--- config.mk ---
export PLATFORM = sky130hd
export DESIGN_NAME = mb_rtu_frame_parser_flat
export DESIGN_NICKNAME = d
export VERILOG_FILES = /design/src/rtl/mb_rtu_frame_parser_if.sv /design/src/rtl/mb_rtu_frame_parser.sv /design/src/flat_wrapper.sv
export SDC_FILE = /design/constraint.sdc
export NUM_CORES = 1
export LEC_CHECK = 0
export CAP_MARGIN = 20
export CORE_UTILIZATION = 50
export DETAILED_ROUTE_END_ITERATION = 6
export PLACE_DENSITY = 0.86
export SYNTH_ARGS = -nofsm -noshare
export SYNTH_HDL_FRONTEND = slang
export SYNTH_SLANG_ARGS = --single-unit
--- constraint.sdc ---
create_clock -name clk -period 2.9 [get_ports clk]
set_clock_uncertainty 0.1 [all_clocks]
set_input_delay 0.29 -clock clk [delete_from_list [all_inputs] [get_ports clk]]
set_output_delay 0.29 -clock clk [all_outputs]
set_load 0.05 [all_outputs]
--- src/rtl/mb_rtu_frame_parser_if.sv ---
// Byte-stream input and decoded request/error outputs of the Modbus RTU frame parser.
// The receiver front-end drives the master side; the parser sits on the slave side.
interface mb_rtu_frame_parser_if;
  logic [7:0]  rx_byte;
  logic        rx_done;
  logic        frame_end;
  logic        req_valid;
  logic [7:0]  req_func;
  logic [15:0] req_reg_addr;
  logic [15:0] req_reg_val;
  logic        req_bcast;
  logic        err_valid;
  logic [1:0]  err_code;
  logic        busy;

  modport master (
    output rx_byte, rx_done, frame_end,
    input  req_valid, req_func, req_reg_addr, req_reg_val, req_bcast,
           err_valid, err_code, busy
  );

  modport slave (
    input  rx_byte, rx_done, frame_end,
    output req_valid, req_func, req_reg_addr, req_reg_val, req_bcast,
           err_valid, err_code, busy
  );
endinterface

--- src/rtl/mb_rtu_frame_parser.sv ---
// Modbus RTU frame parser: buffers one frame, runs a bit-serial CRC-16 over every byte,
// then validates address/function/length and emits a one-cycle request or error strobe.
module mb_rtu_frame_parser #(
  parameter logic [7:0]  SLAVE_ADDR = 8'h01,
  parameter int unsigned MAX_LEN    = 8
) (
  input logic                  clk,
  input logic                  rst_n,
  mb_rtu_frame_parser_if.slave rx_bus
);

  localparam int CW = $clog2(MAX_LEN + 2);
  localparam int AW = (MAX_LEN > 1) ? $clog2(MAX_LEN) : 1;
  localparam logic [CW-1:0] LEN_MIN = CW'(4);
  localparam logic [CW-1:0] LEN_RTU = CW'(8);
  localparam logic [CW-1:0] LEN_MAX = CW'(MAX_LEN);
  localparam logic [CW-1:0] LEN_SAT = CW'(MAX_LEN + 1);

  localparam logic [1:0] ERR_CRC  = 2'd1;
  localparam logic [1:0] ERR_LEN  = 2'd2;
  localparam logic [1:0] ERR_FUNC = 2'd3;

  typedef enum logic [1:0] {
    ST_IDLE,
    ST_RECV,
    ST_CHECK
  } state_e;

  state_e         state_q, state_d;
  logic [CW-1:0]  cnt_q, cnt_d;
  logic [15:0]    crc_q, crc_d;
  logic [3:0]     shift_q, shift_d;
  logic           ovr_q, ovr_d;
  logic           pend_q, pend_d;
  logic           req_valid_q, req_valid_d;
  logic [7:0]     req_func_q, req_func_d;
  logic [15:0]    req_addr_q, req_addr_d;
  logic [15:0]    req_val_q, req_val_d;
  logic           req_bcast_q, req_bcast_d;
  logic           err_valid_q, err_valid_d;
  logic [1:0]     err_code_q, err_code_d;

  logic [7:0]     buf_q [MAX_LEN];
  logic           wr_en;
  logic [AW-1:0]  wr_idx;
  logic           crc_busy;
  logic [7:0]     f_addr, f_func;

  function automatic logic [15:0] crc_step(input logic [15:0] c);
    return c[0] ? ((c >> 1) ^ 16'hA001) : (c >> 1);
  endfunction

  assign crc_busy = (shift_q != 4'd0);
  assign wr_idx   = cnt_q[AW-1:0];
  assign f_addr   = buf_q[0];
  assign f_func   = buf_q[1];

  // NOTE: every variable driven here gets a default first, so no path can infer a latch.
  always_comb begin
    state_d     = state_q;
    cnt_d       = cnt_q;
    crc_d       = crc_q;
    shift_d     = shift_q;
    ovr_d       = ovr_q;
    pend_d      = pend_q;
    req_valid_d = 1'b0;
    req_func_d  = req_func_q;
    req_addr_d  = req_addr_q;
    req_val_d   = req_val_q;
    req_bcast_d = req_bcast_q;
    err_valid_d = 1'b0;
    err_code_d  = err_code_q;
    wr_en       = 1'b0;

    if (crc_busy) begin
      crc_d   = crc_step(crc_q);
      shift_d = shift_q - 4'd1;
    end

    // A byte is taken only with the shifter idle; it is XORed in now and shifted over 8 clocks.
    if (state_q != ST_CHECK && rx_bus.rx_done) begin
      if (crc_busy) begin
        ovr_d = 1'b1;
      end else begin
        wr_en   = (cnt_q < LEN_MAX);
        crc_d   = crc_q ^ {8'h00, rx_bus.rx_byte};
        shift_d = 4'd8;
        if (cnt_q != LEN_SAT) cnt_d = cnt_q + CW'(1);
      end
    end

    unique case (state_q)
      ST_IDLE: begin
        if (rx_bus.rx_done) begin
          state_d = ST_RECV;
          pend_d  = rx_bus.frame_end;
        end
      end
      ST_RECV: begin
        if (rx_bus.frame_end) pend_d = 1'b1;
        if ((rx_bus.frame_end || pend_q) && shift_d == 4'd0) state_d = ST_CHECK;
      end
      ST_CHECK: begin
        state_d = ST_IDLE;
        cnt_d   = '0;
        crc_d   = 16'hFFFF;
        shift_d = 4'd0;
        ovr_d   = 1'b0;
        pend_d  = 1'b0;
        if (cnt_q < LEN_MIN || cnt_q > LEN_MAX || ovr_q) begin
          err_valid_d = 1'b1;
          err_code_d  = ERR_LEN;
        end else if (crc_q != 16'h0000) begin
          err_valid_d = 1'b1;
          err_code_d  = ERR_CRC;
        end else if (f_addr != SLAVE_ADDR && f_addr != 8'h00) begin
          // Frame for another node: dropped without any strobe.
        end else if (f_func != 8'h03 && f_func != 8'h06) begin
          err_valid_d = 1'b1;
          err_code_d  = ERR_FUNC;
        end else if (cnt_q != LEN_RTU) begin
          err_valid_d = 1'b1;
          err_code_d  = ERR_LEN;
        end else if (f_func == 8'h03 && f_addr == 8'h00) begin
          // Broadcast reads cannot be answered, so they are dropped silently.
        end else begin
          req_valid_d = 1'b1;
          req_func_d  = f_func;
          req_addr_d  = {buf_q[2], buf_q[3]};
          req_val_d   = {buf_q[4], buf_q[5]};
          req_bcast_d = (f_addr == 8'h00);
        end
      end
      default: state_d = ST_IDLE;
    endcase
  end

  // NOTE: state registers use non-blocking assignments so every flop samples pre-edge values.
  always_ff @(posedge clk) begin
    if (!rst_n) begin
      state_q     <= ST_IDLE;
      cnt_q       <= '0;
      crc_q       <= 16'hFFFF;
      shift_q     <= 4'd0;
      ovr_q       <= 1'b0;
      pend_q      <= 1'b0;
      req_valid_q <= 1'b0;
      req_func_q  <= 8'h00;
      req_addr_q  <= 16'h0000;
      req_val_q   <= 16'h0000;
      req_bcast_q <= 1'b0;
      err_valid_q <= 1'b0;
      err_code_q  <= 2'd0;
    end else begin
      state_q     <= state_d;
      cnt_q       <= cnt_d;
      crc_q       <= crc_d;
      shift_q     <= shift_d;
      ovr_q       <= ovr_d;
      pend_q      <= pend_d;
      req_valid_q <= req_valid_d;
      req_func_q  <= req_func_d;
      req_addr_q  <= req_addr_d;
      req_val_q   <= req_val_d;
      req_bcast_q <= req_bcast_d;
      err_valid_q <= err_valid_d;
      err_code_q  <= err_code_d;
    end
  end

  // NOTE: the frame buffer has no reset; entries are only read after the length check proves them written.
  always_ff @(posedge clk) begin
    if (wr_en) buf_q[wr_idx] <= rx_bus.rx_byte;
  end

  assign rx_bus.req_valid    = req_valid_q;
  assign rx_bus.req_func     = req_func_q;
  assign rx_bus.req_reg_addr = req_addr_q;
  assign rx_bus.req_reg_val  = req_val_q;
  assign rx_bus.req_bcast    = req_bcast_q;
  assign rx_bus.err_valid    = err_valid_q;
  assign rx_bus.err_code     = err_code_q;
  assign rx_bus.busy         = (state_q != ST_IDLE);

endmodule
--- src/flat_wrapper.sv ---
// flat-port wrapper written by rule: the top's interface ports become plain ports
module mb_rtu_frame_parser_flat 
#(
  parameter logic [7:0]  SLAVE_ADDR = 8'h01,
  parameter int unsigned MAX_LEN    = 8
)
  (clk, rst_n, rx_bus_rx_byte, rx_bus_rx_done, rx_bus_frame_end, rx_bus_req_valid, rx_bus_req_func, rx_bus_req_reg_addr, rx_bus_req_reg_val, rx_bus_req_bcast, rx_bus_err_valid, rx_bus_err_code, rx_bus_busy);
  mb_rtu_frame_parser_if rx_bus_i ();
  input logic clk;
  input logic rst_n;
  input wire logic [$bits(rx_bus_i.rx_byte)-1:0] rx_bus_rx_byte;
  input wire logic [$bits(rx_bus_i.rx_done)-1:0] rx_bus_rx_done;
  input wire logic [$bits(rx_bus_i.frame_end)-1:0] rx_bus_frame_end;
  output wire logic [$bits(rx_bus_i.req_valid)-1:0] rx_bus_req_valid;
  output wire logic [$bits(rx_bus_i.req_func)-1:0] rx_bus_req_func;
  output wire logic [$bits(rx_bus_i.req_reg_addr)-1:0] rx_bus_req_reg_addr;
  output wire logic [$bits(rx_bus_i.req_reg_val)-1:0] rx_bus_req_reg_val;
  output wire logic [$bits(rx_bus_i.req_bcast)-1:0] rx_bus_req_bcast;
  output wire logic [$bits(rx_bus_i.err_valid)-1:0] rx_bus_err_valid;
  output wire logic [$bits(rx_bus_i.err_code)-1:0] rx_bus_err_code;
  output wire logic [$bits(rx_bus_i.busy)-1:0] rx_bus_busy;
  assign rx_bus_i.rx_byte = rx_bus_rx_byte;
  assign rx_bus_i.rx_done = rx_bus_rx_done;
  assign rx_bus_i.frame_end = rx_bus_frame_end;
  assign rx_bus_req_valid = rx_bus_i.req_valid;
  assign rx_bus_req_func = rx_bus_i.req_func;
  assign rx_bus_req_reg_addr = rx_bus_i.req_reg_addr;
  assign rx_bus_req_reg_val = rx_bus_i.req_reg_val;
  assign rx_bus_req_bcast = rx_bus_i.req_bcast;
  assign rx_bus_err_valid = rx_bus_i.err_valid;
  assign rx_bus_err_code = rx_bus_i.err_code;
  assign rx_bus_busy = rx_bus_i.busy;
  mb_rtu_frame_parser #(.SLAVE_ADDR(SLAVE_ADDR), .MAX_LEN(MAX_LEN)) u_core (.clk(clk), .rst_n(rst_n), .rx_bus(rx_bus_i));
endmodule
==> Implementation_results.wiki, run 1 <==
{| class="wikitable"
! Metric !! Value
|-
| Inserted Diodes || 0
|-
| Number of sinks handled by clock tree synthesis || 121
|-
| Pin count of the biggest net entering global routing || 48
|-
| Initial Util || between 50 and 60%
|-
| Worst min-delay path endpoint || u_core.rx_bus.req_func[1]
|-
| Final worst path period need || 2.66 ns
|-
| Total global routing track utilization || a little under a quarter
|-
| Internal power || about 3.4 mW
|-
| Root Driver || sky130_fd_sc_hd__clkbuf_8
|-
| Worst Setup Start Kind || flip-flop
|-
| Setup repair after global routing missed its margin || false
|-
| Leakage power || roughly 2.2 nW
|-
| Synth top area share || a little under a third
|-
| Drc violations || 0
|-
| Number of port buffers || 57
|-
| Clock tree from TritonCTS || yes
|-
| Width of the chip || roughly 100 um
|-
| Non-filler cells, final || 653
|-
| Area Overhead vs Synth || 26.6%
|-
| Worst min-delay path category || reg -> reg
|-
| Rows || 35
|-
| Warning count from the yosys run || 0
|-
| Minimum setup slack in the final design || between 0.2 and 0.25 ns
|-
| Worst endpoint data arrival time || roughly 3 ns
|-
| Final hold violations || 0
|-
| Count of different cell masters after synthesis || 48
|-
| Number of gates resized after CTS || 0
|-
| Cell area reported after detailed placement || 5550 um^2
|-
| Number of cells produced by synthesis || between 400 and 500
|-
| Number of design-rule violations left by the first detailed-router iteration || 260
|-
| Run status || finished, final reports clean
|-
| Share of layout cells above drive strength 1 || a little under an eighth
|-
| Post-Syn Nets || 467
|-
| R2R Path Start || u_core.buf_q[1][3]
|-
| Ratio of total power to cell area || 808 nW/um^2
|-
| Total Routed Length || 10900 um
|-
| Period utilization || between 90% and 100%
|-
| Maximum fanout count along the critical path || 35
|-
| Prevailing post-synth register cell || sky130_fd_sc_hd__dfxtp_1
|-
| Number of vias per cell after detailed routing || 5.69
|-
| Combinational share of power || 18.0%
|-
| Crit path required time || 3.20 ns
|-
| Setup total negative slack || 0 ns
|-
| Kind of end point of the critical path || flip-flop
|-
| Global placer's final weighted congestion || 0.823
|-
| Clock Latency Late Sink || 0.52 ns
|-
| Flip-flop and latch count after synthesis || around 120
|-
| Hold path cells || 1
|-
| Crit Reg-Reg Endpoint || u_core.rx_bus.req_reg_val[9]
|-
| Final non-filler cell area || 6110 um^2
|-
| Total via count in the routed design || 3717
|-
| Antenna violations before repair || 0
|-
| Total of hold buffers inserted after clock tree synthesis || 0
|-
| Switching portion of total power || 30.2%
|-
| Number of buffers added by the clock tree synthesis step || 17
|-
| Syn avg cell area || 10.8 um^2
|-
| Post-layout util || 65.8%
|-
| Number of global-route vias before repair || 3612
|-
| Setup slack, reg-to-reg || about 0.24 ns
|-
| Area of the core || 9280 um^2
|-
| Top Ports || 58
|-
| Pre-CTS setup slack || 0.286 ns
|-
| Buffers inserted during post-CTS setup optimization || 0
|-
| Average wire length per cell after detail routing || about 17 um
|-
| Largest area contributor in the netlist || sky130_fd_sc_hd__dfxtp_1
|-
| Proportion of power drawn by flip-flops and latches || 42.5%
|-
| Synth top cells by count || sky130_fd_sc_hd__dfxtp_1 (73), sky130_fd_sc_hd__edfxtp_1 (48), sky130_fd_sc_hd__nand3_1 (46), sky130_fd_sc_hd__nand2_1 (32)
|-
| Transition at the pin with the smallest max-transition slack || about 0.53 ns
|-
| DRT Pass-1 Iters || 6
|-
| Net Sw Power || approximately 1.5 mW
|-
| VDD IR-drop max || around 0.35 mV
|-
| Height of the die || roughly 100 um
|-
| Most frequent cell after synthesis || sky130_fd_sc_hd__dfxtp_1
|-
| Async S/R FF share, synth || 0%
|-
| Worst Setup Path Type || reg -> reg
|-
| First-pass GRT wire length || 17800 um
|-
| Final net count || 532
|-
| Total Power Consumption || between 4 and 5 mW
|-
| Total of max-cap violations || 0
|-
| Final-report setup violation count || 0
|-
| Dpl hpwl || roughly 6800 um
|-
| Worst-path clk slew || roughly 0.060 ns
|-
| Post-Route Hold Slack || ~0.37 ns
|-
| Critical hold path startpoint || u_core.rx_bus.req_func[1]
|-
| Deepest level of the CTS H-tree || 4
|-
| Proportion of synthesized chip area in sequential cells || 60.2%
|-
| Final global-route overflow total || 0
|-
| Path depth of the worst reg2reg path || 5
|-
| Number of pins exceeding their max-slew limit in the final report || 0
|-
| Top area cells in the synthesized netlist || sky130_fd_sc_hd__dfxtp_1 (30%), sky130_fd_sc_hd__edfxtp_1 (30%), sky130_fd_sc_hd__nand3_1 (4.8%), sky130_fd_sc_hd__a21boi_1 (4.7%), sky130_fd_sc_hd__o21ai_1 (3.1%)
|-
| Max Clock Freq || 0.377 GHz
|-
| Die footprint || approximately 10000 um^2
|-
| Placed cell count || slightly above 600
|-
| EDFF count, synth || 48
|-
| Clock share of power || 39.6%
|-
| Routed Antenna Nets || 0
|-
| Tightest slew margin relative to the limit || ~64%
|-
| Largest buffer count on any clock path || 2
|-
| Synth Cell Area || 4830 um^2
|}
[critical path, stage by stage, from the launching register on]
cell and delay (ns):
sky130_fd_sc_hd__edfxtp_1 0.36, sky130_fd_sc_hd__or4b_4 0.56, sky130_fd_sc_hd__or3_4 0.44, sky130_fd_sc_hd__or4_4 0.70
sky130_fd_sc_hd__o21ai_1 0.26, sky130_fd_sc_hd__a21boi_1 0.10
[sequential cells by signal (all words and copies together), names as in the netlist]
register                    count
u_core.buf_q                   48
u_core.crc_q                   16
u_core.rx_bus.req_reg_addr     16
u_core.rx_bus.req_reg_val      16
u_core.rx_bus.req_func          8
u_core.cnt_q                    4
u_core.shift_q                  4
u_core.rx_bus.err_code          2
u_core.state_q                  2
u_core.ovr_q                    1
u_core.pend_q                   1
u_core.rx_bus.err_valid         1
u_core.rx_bus.req_bcast         1
u_core.rx_bus.req_valid         1
[power groups by stage]
stage / clock, mW / sequential [mW] / combinational (mW)
6_report: 1.95 / 2.10 / 0.887
5_1_grt: 2.05 / 2.11 / 0.999
4_1_cts: 1.97 / 2.09 / 0.888
3_5_place_dp: 0 / 2.12 / 0.876
3_3_place_gp: 0 / 2.11 / 0.830
2_1_floorplan: 0 / 2.09 / 0.647
[cell families after synthesis]
group	share of synthesized area (%)
compound gates	15.6
xor+xnor	1.09
fa+ha+maj	2.33
buf+inv	4.04
flops	60.2
simple gates	16.8
[layer usage]
metal	vias to the layer above	global-route usage (%)	routed length (um)
li1	1769	-	-
met1	1780	27.1	4490
met2	140	39.3	5510
met3	28	7.38	600
met4	0	11.4	260
met5	-	0	0
[layout by cell type, fill, tap and decap left out, drive strengths merged, types with 2 or more instances in the layout]
cell type / Yosys / routed
ha: 9 / 9
xor2: 3 / 3
nand2: 32 / 32
edfxtp: 48 / 48
nand4: 4 / 4
nor2: 20 / 20
a31oi: 2 / 2
buf: 7 / 18
clkdlybuf4s50: 0 / 57
nor2b: 3 / 3
o21a: 2 / 2
nand3: 46 / 46
nor3b: 2 / 2
nor3: 2 / 2
clkinv: 0 / 5
a21boi: 34 / 34
nand2b: 3 / 3
o311ai: 8 / 8
or4: 5 / 5
o211ai: 5 / 5
nor4: 9 / 9
inv: 13 / 19
and3: 15 / 15
clkbuf: 22 / 17
a21oi: 19 / 19
dfxtp: 73 / 73
nand3b: 4 / 4
xnor2: 3 / 3
o21ai: 40 / 40
clkinvlp: 0 / 3
[cell type report]
cell class	count	area, um^2
timing repair buffer	75	706
fill	670	3170
inverter	13	48.8
clock buffer	17	414
clock inverter	15	143
sequential	121	2900
tap	129	161
multi-input combinational	283	1730
[worst max-delay path by stage]
stage / depth (start not counted) / slack, ns / end / startpoint
after floorplan: 7 / 0.007 / u_core.buf_q[0][0] / u_core.shift_q[0]
after global placement: 5 / 0.33 / u_core.rx_bus.req_reg_val[3] / u_core.buf_q[1][3]
after detailed placement: 5 / 0.29 / u_core.rx_bus.req_reg_val[3] / u_core.buf_q[1][3]
after CTS: 5 / 0.25 / u_core.rx_bus.req_reg_val[9] / u_core.buf_q[1][3]
after global routing: 10 / 0.05 / u_core.state_q[0] / u_core.shift_q[0]
final: 5 / 0.24 / u_core.rx_bus.req_reg_val[9] / u_core.buf_q[1][3]
(Power assumes the default switching activity.)
==> run 2: changes to the inputs <==
--- a/config.mk
+++ b/config.mk
@@ -8,2 +8,3 @@
 export CAP_MARGIN = 20
+export CORE_ASPECT_RATIO = 1.4
 export CORE_UTILIZATION = 50
==> constraint.sdc (replaced) <==
create_clock -name clk -period 2.9 [get_ports clk]
set_clock_uncertainty 0.1 [all_clocks]
set_input_delay 0.435 -clock clk [delete_from_list [all_inputs] [get_ports clk]]
set_output_delay 0.435 -clock clk [all_outputs]
set_load 0.05 [all_outputs]
==> run 2 against run 1 <==
Effect of this change:
- global-route usage down 0.17 points
- maximum frequency up 0.59%
- combinational power up 4.2%
- largest power group unchanged
- critical endpoint is now u_core.rx_bus.req_reg_val[3]
- final area up 0.39%
- critical path type unchanged
- register-to-register slack better by 0.02 ns
- clock power up 7%
==> Implementation_results.wiki, run 2 (synthesis results as in run 1) <==
{| class="wikitable"
! Metric !! Value
|-
| Hold path cells || 1 (unchanged)
|-
| Number of design-rule violations left by the first detailed-router iteration || 336 (was 260)
|-
| Number of pins exceeding their max-slew limit in the final report || 0 (unchanged)
|-
| Number of buffers added by the clock tree synthesis step || 17 (unchanged)
|-
| Crit path required time || 3.08 ns (was 3.20 ns)
|-
| Period utilization || 91.0% (was 91.6%)
|-
| VDD IR-drop max || 0.470 mV (was 0.348 mV)
|-
| Total global routing track utilization || 23.2% (was 23.4%)
|-
| Worst min-delay path category || reg -> reg (unchanged)
|-
| Tightest slew margin relative to the limit || 64.2% (was 64.3%)
|-
| First-pass GRT wire length || 17800 um (about the same)
|-
| Worst-path clk slew || 0.05 ns (was 0.06 ns)
|-
| Dpl hpwl || 6940 um (was 6850 um)
|-
| Routed Antenna Nets || 0 (unchanged)
|-
| Root Driver || sky130_fd_sc_hd__clkbuf_16 (was sky130_fd_sc_hd__clkbuf_8)
|-
| Maximum fanout count along the critical path || 35 (unchanged)
|-
| Ratio of total power to cell area || 831 nW/um^2 (was 808 nW/um^2)
|-
| Number of flip-flops under the largest register name || 48 (unchanged)
|-
| Top library cells by usage in the layout, fill and taps aside || sky130_fd_sc_hd__dfxtp_1 (73), sky130_fd_sc_hd__clkdlybuf4s50_1 (57), sky130_fd_sc_hd__edfxtp_1 (48) (unchanged)
|-
| Number of port buffers || 57 (unchanged)
|-
| Average wire length per cell after detail routing || 17.1 um (was 16.6 um)
|-
| DRT Pass-1 Iters || 5 (was 6)
|-
| Deepest level of the CTS H-tree || 4 (unchanged)
|-
| Die footprint || 10100 um^2 (was 10000 um^2)
|-
| Total of hold buffers inserted after clock tree synthesis || 0 (unchanged)
|-
| Antenna violations before repair || 0 (unchanged)
|-
| Register with the most flip-flops || u_core.buf_q (unchanged)
|-
| Initial Util || 51.3% (was 52.0%)
|-
| Final net count || 533 (was 532)
|-
| Crit path from || u_core.buf_q[1][3] (unchanged)
|-
| Drc violations || 0 (unchanged)
|-
| Clock tree from TritonCTS || yes (unchanged)
|-
| Total via count in the routed design || 3747 (was 3717)
|-
| Number of vias per cell after detailed routing || 5.90 (was 5.69)
|-
| Final hold violations || 0 (unchanged)
|-
| Leading cell type in the layout, fill and taps excluded || sky130_fd_sc_hd__dfxtp_1 (unchanged)
|-
| Transition at the pin with the smallest max-transition slack || 0.536 ns (was 0.534 ns)
|-
| Inserted Diodes || 0 (unchanged)
|-
| Area Overhead vs Synth || 27.1% (was 26.6%)
|-
| Post-layout util || 65.2% (was 65.8%)
|-
| Clock Latency Late Sink || 0.41 ns (was 0.52 ns)
|-
| Final-report setup violation count || 0 (unchanged)
|-
| Number of global-route vias before repair || 3762 (was 3612)
|-
| Setup total negative slack || 0 ns (unchanged)
|-
| Worst endpoint data arrival time || 2.82 ns (was 2.96 ns)
|-
| Total Routed Length || 10800 um (was 10900 um)
|-
| Critical hold path startpoint || u_core.rx_bus.req_func[1] (unchanged)
|-
| Path depth of the worst reg2reg path || 5 (unchanged)
|-
| Area of the core || 9410 um^2 (was 9280 um^2)
|-
| Leakage power || 2.20 nW (was 2.19 nW)
|-
| Global placer's final weighted congestion || 0.864 (was 0.823)
|-
| Run status || finished, final reports clean (unchanged)
|-
| Number of gates resized after CTS || 0 (unchanged)
|-
| Kind of end point of the critical path || flip-flop (unchanged)
|-
| Worst Setup Start Kind || flip-flop (unchanged)
|-
| Number of sinks handled by clock tree synthesis || 121 (unchanged)
|-
| Buffers inserted during post-CTS setup optimization || 0 (unchanged)
|-
| Width of the chip || 85.0 um (was 100 um)
|-
| Worst Setup Path Type || reg -> reg (unchanged)
|-
| Setup repair after global routing missed its margin || false (unchanged)
|-
| R2R Path Start || u_core.buf_q[1][3] (unchanged)
|-
| Height of the die || 118 um (was 100 um)
|-
| Largest buffer count on any clock path || 2 (unchanged)
|-
| Rows || 42 (was 35)
|-
| Share of layout cells above drive strength 1 || 10.9% (was 11.5%)
|-
| Total of max-cap violations || 0 (unchanged)
|-
| Final global-route overflow total || 0 (unchanged)
|-
| Max Clock Freq || 0.379 GHz (was 0.377 GHz)
|-
| Top Ports || 58 (unchanged)
|-
| Final worst path period need || 2.64 ns (was 2.66 ns)
|-
| Pin count of the biggest net entering global routing || 40 (was 48)
|}
==> run 2: cell types whose count changed in the layout (fill, tap and decap cells not counted), moves of 2 or more <==
cell	change
sky130_fd_sc_hd__inv_6	-5
sky130_fd_sc_hd__bufinv_16	+2
sky130_fd_sc_hd__clkbuf_1	+2
sky130_fd_sc_hd__clkinv_1	+2
sky130_fd_sc_hd__clkinv_4	-2
==> run 2: metrics by stage <==
stage          cell area, um^2  setup slack [ns]  hold WS [ns]  total power, mW  instances
4_1_cts                   6130             0.274         0.373             5.11        635
3_5_place_dp              5540             0.272         0.361             3.00        603
2_1_floorplan             4830           0.00716         0.361             2.74        446
5_1_grt                   6130             0.149         0.396             5.32        635
3_3_place_gp              5540             0.351         0.346             2.94        603
6_report                  6130             0.260         0.367             5.10        635
==> run 2: path summary, 6_finish.rpt <==
path                                  end  slack (ns)
max reg2reg  u_core.rx_bus.req_reg_val[3]        0.26
min reg2reg     u_core.rx_bus.req_func[1]        0.37
min             u_core.rx_bus.req_func[1]        0.37
max          u_core.rx_bus.req_reg_val[3]        0.26
==> run 2: final cells by class <==
type / instances / area [um^2]
fill: 659 / 3270
sequential: 121 / 2900
clock buffer: 20 / 447
multi-input combinational: 283 / 1730
clock inverter: 12 / 150
timing repair buffer: 76 / 713
tap: 110 / 138
inverter: 13 / 48.8
==> run 2: layer usage <==
| metal | part of all wire [%] | global-route usage, % |
|---|---|---|
| met1 | 38 | 25.1 |
| met2 | 54 | 40.2 |
| met3 | 4.4 | 6.28 |
| met4 | 3.3 | 13.5 |
| met5 | 0 | 0 |
==> run 2: report_power, final <==
group | switching [mW] | internal [mW]
Clock | 0.714 | 1.37
Sequential | 0.145 | 1.95
Combinational | 0.573 | 0.351
Total | 1.43 | 3.67
==> run 2: worst max-delay path, cell delays in order (launching register included) <==
cell	delay (ns)
sky130_fd_sc_hd__edfxtp_1	0.37
sky130_fd_sc_hd__or4b_4	0.57
sky130_fd_sc_hd__or3_4	0.43
sky130_fd_sc_hd__or4_4	0.71
sky130_fd_sc_hd__o21ai_0	0.23
sky130_fd_sc_hd__a21boi_0	0.10
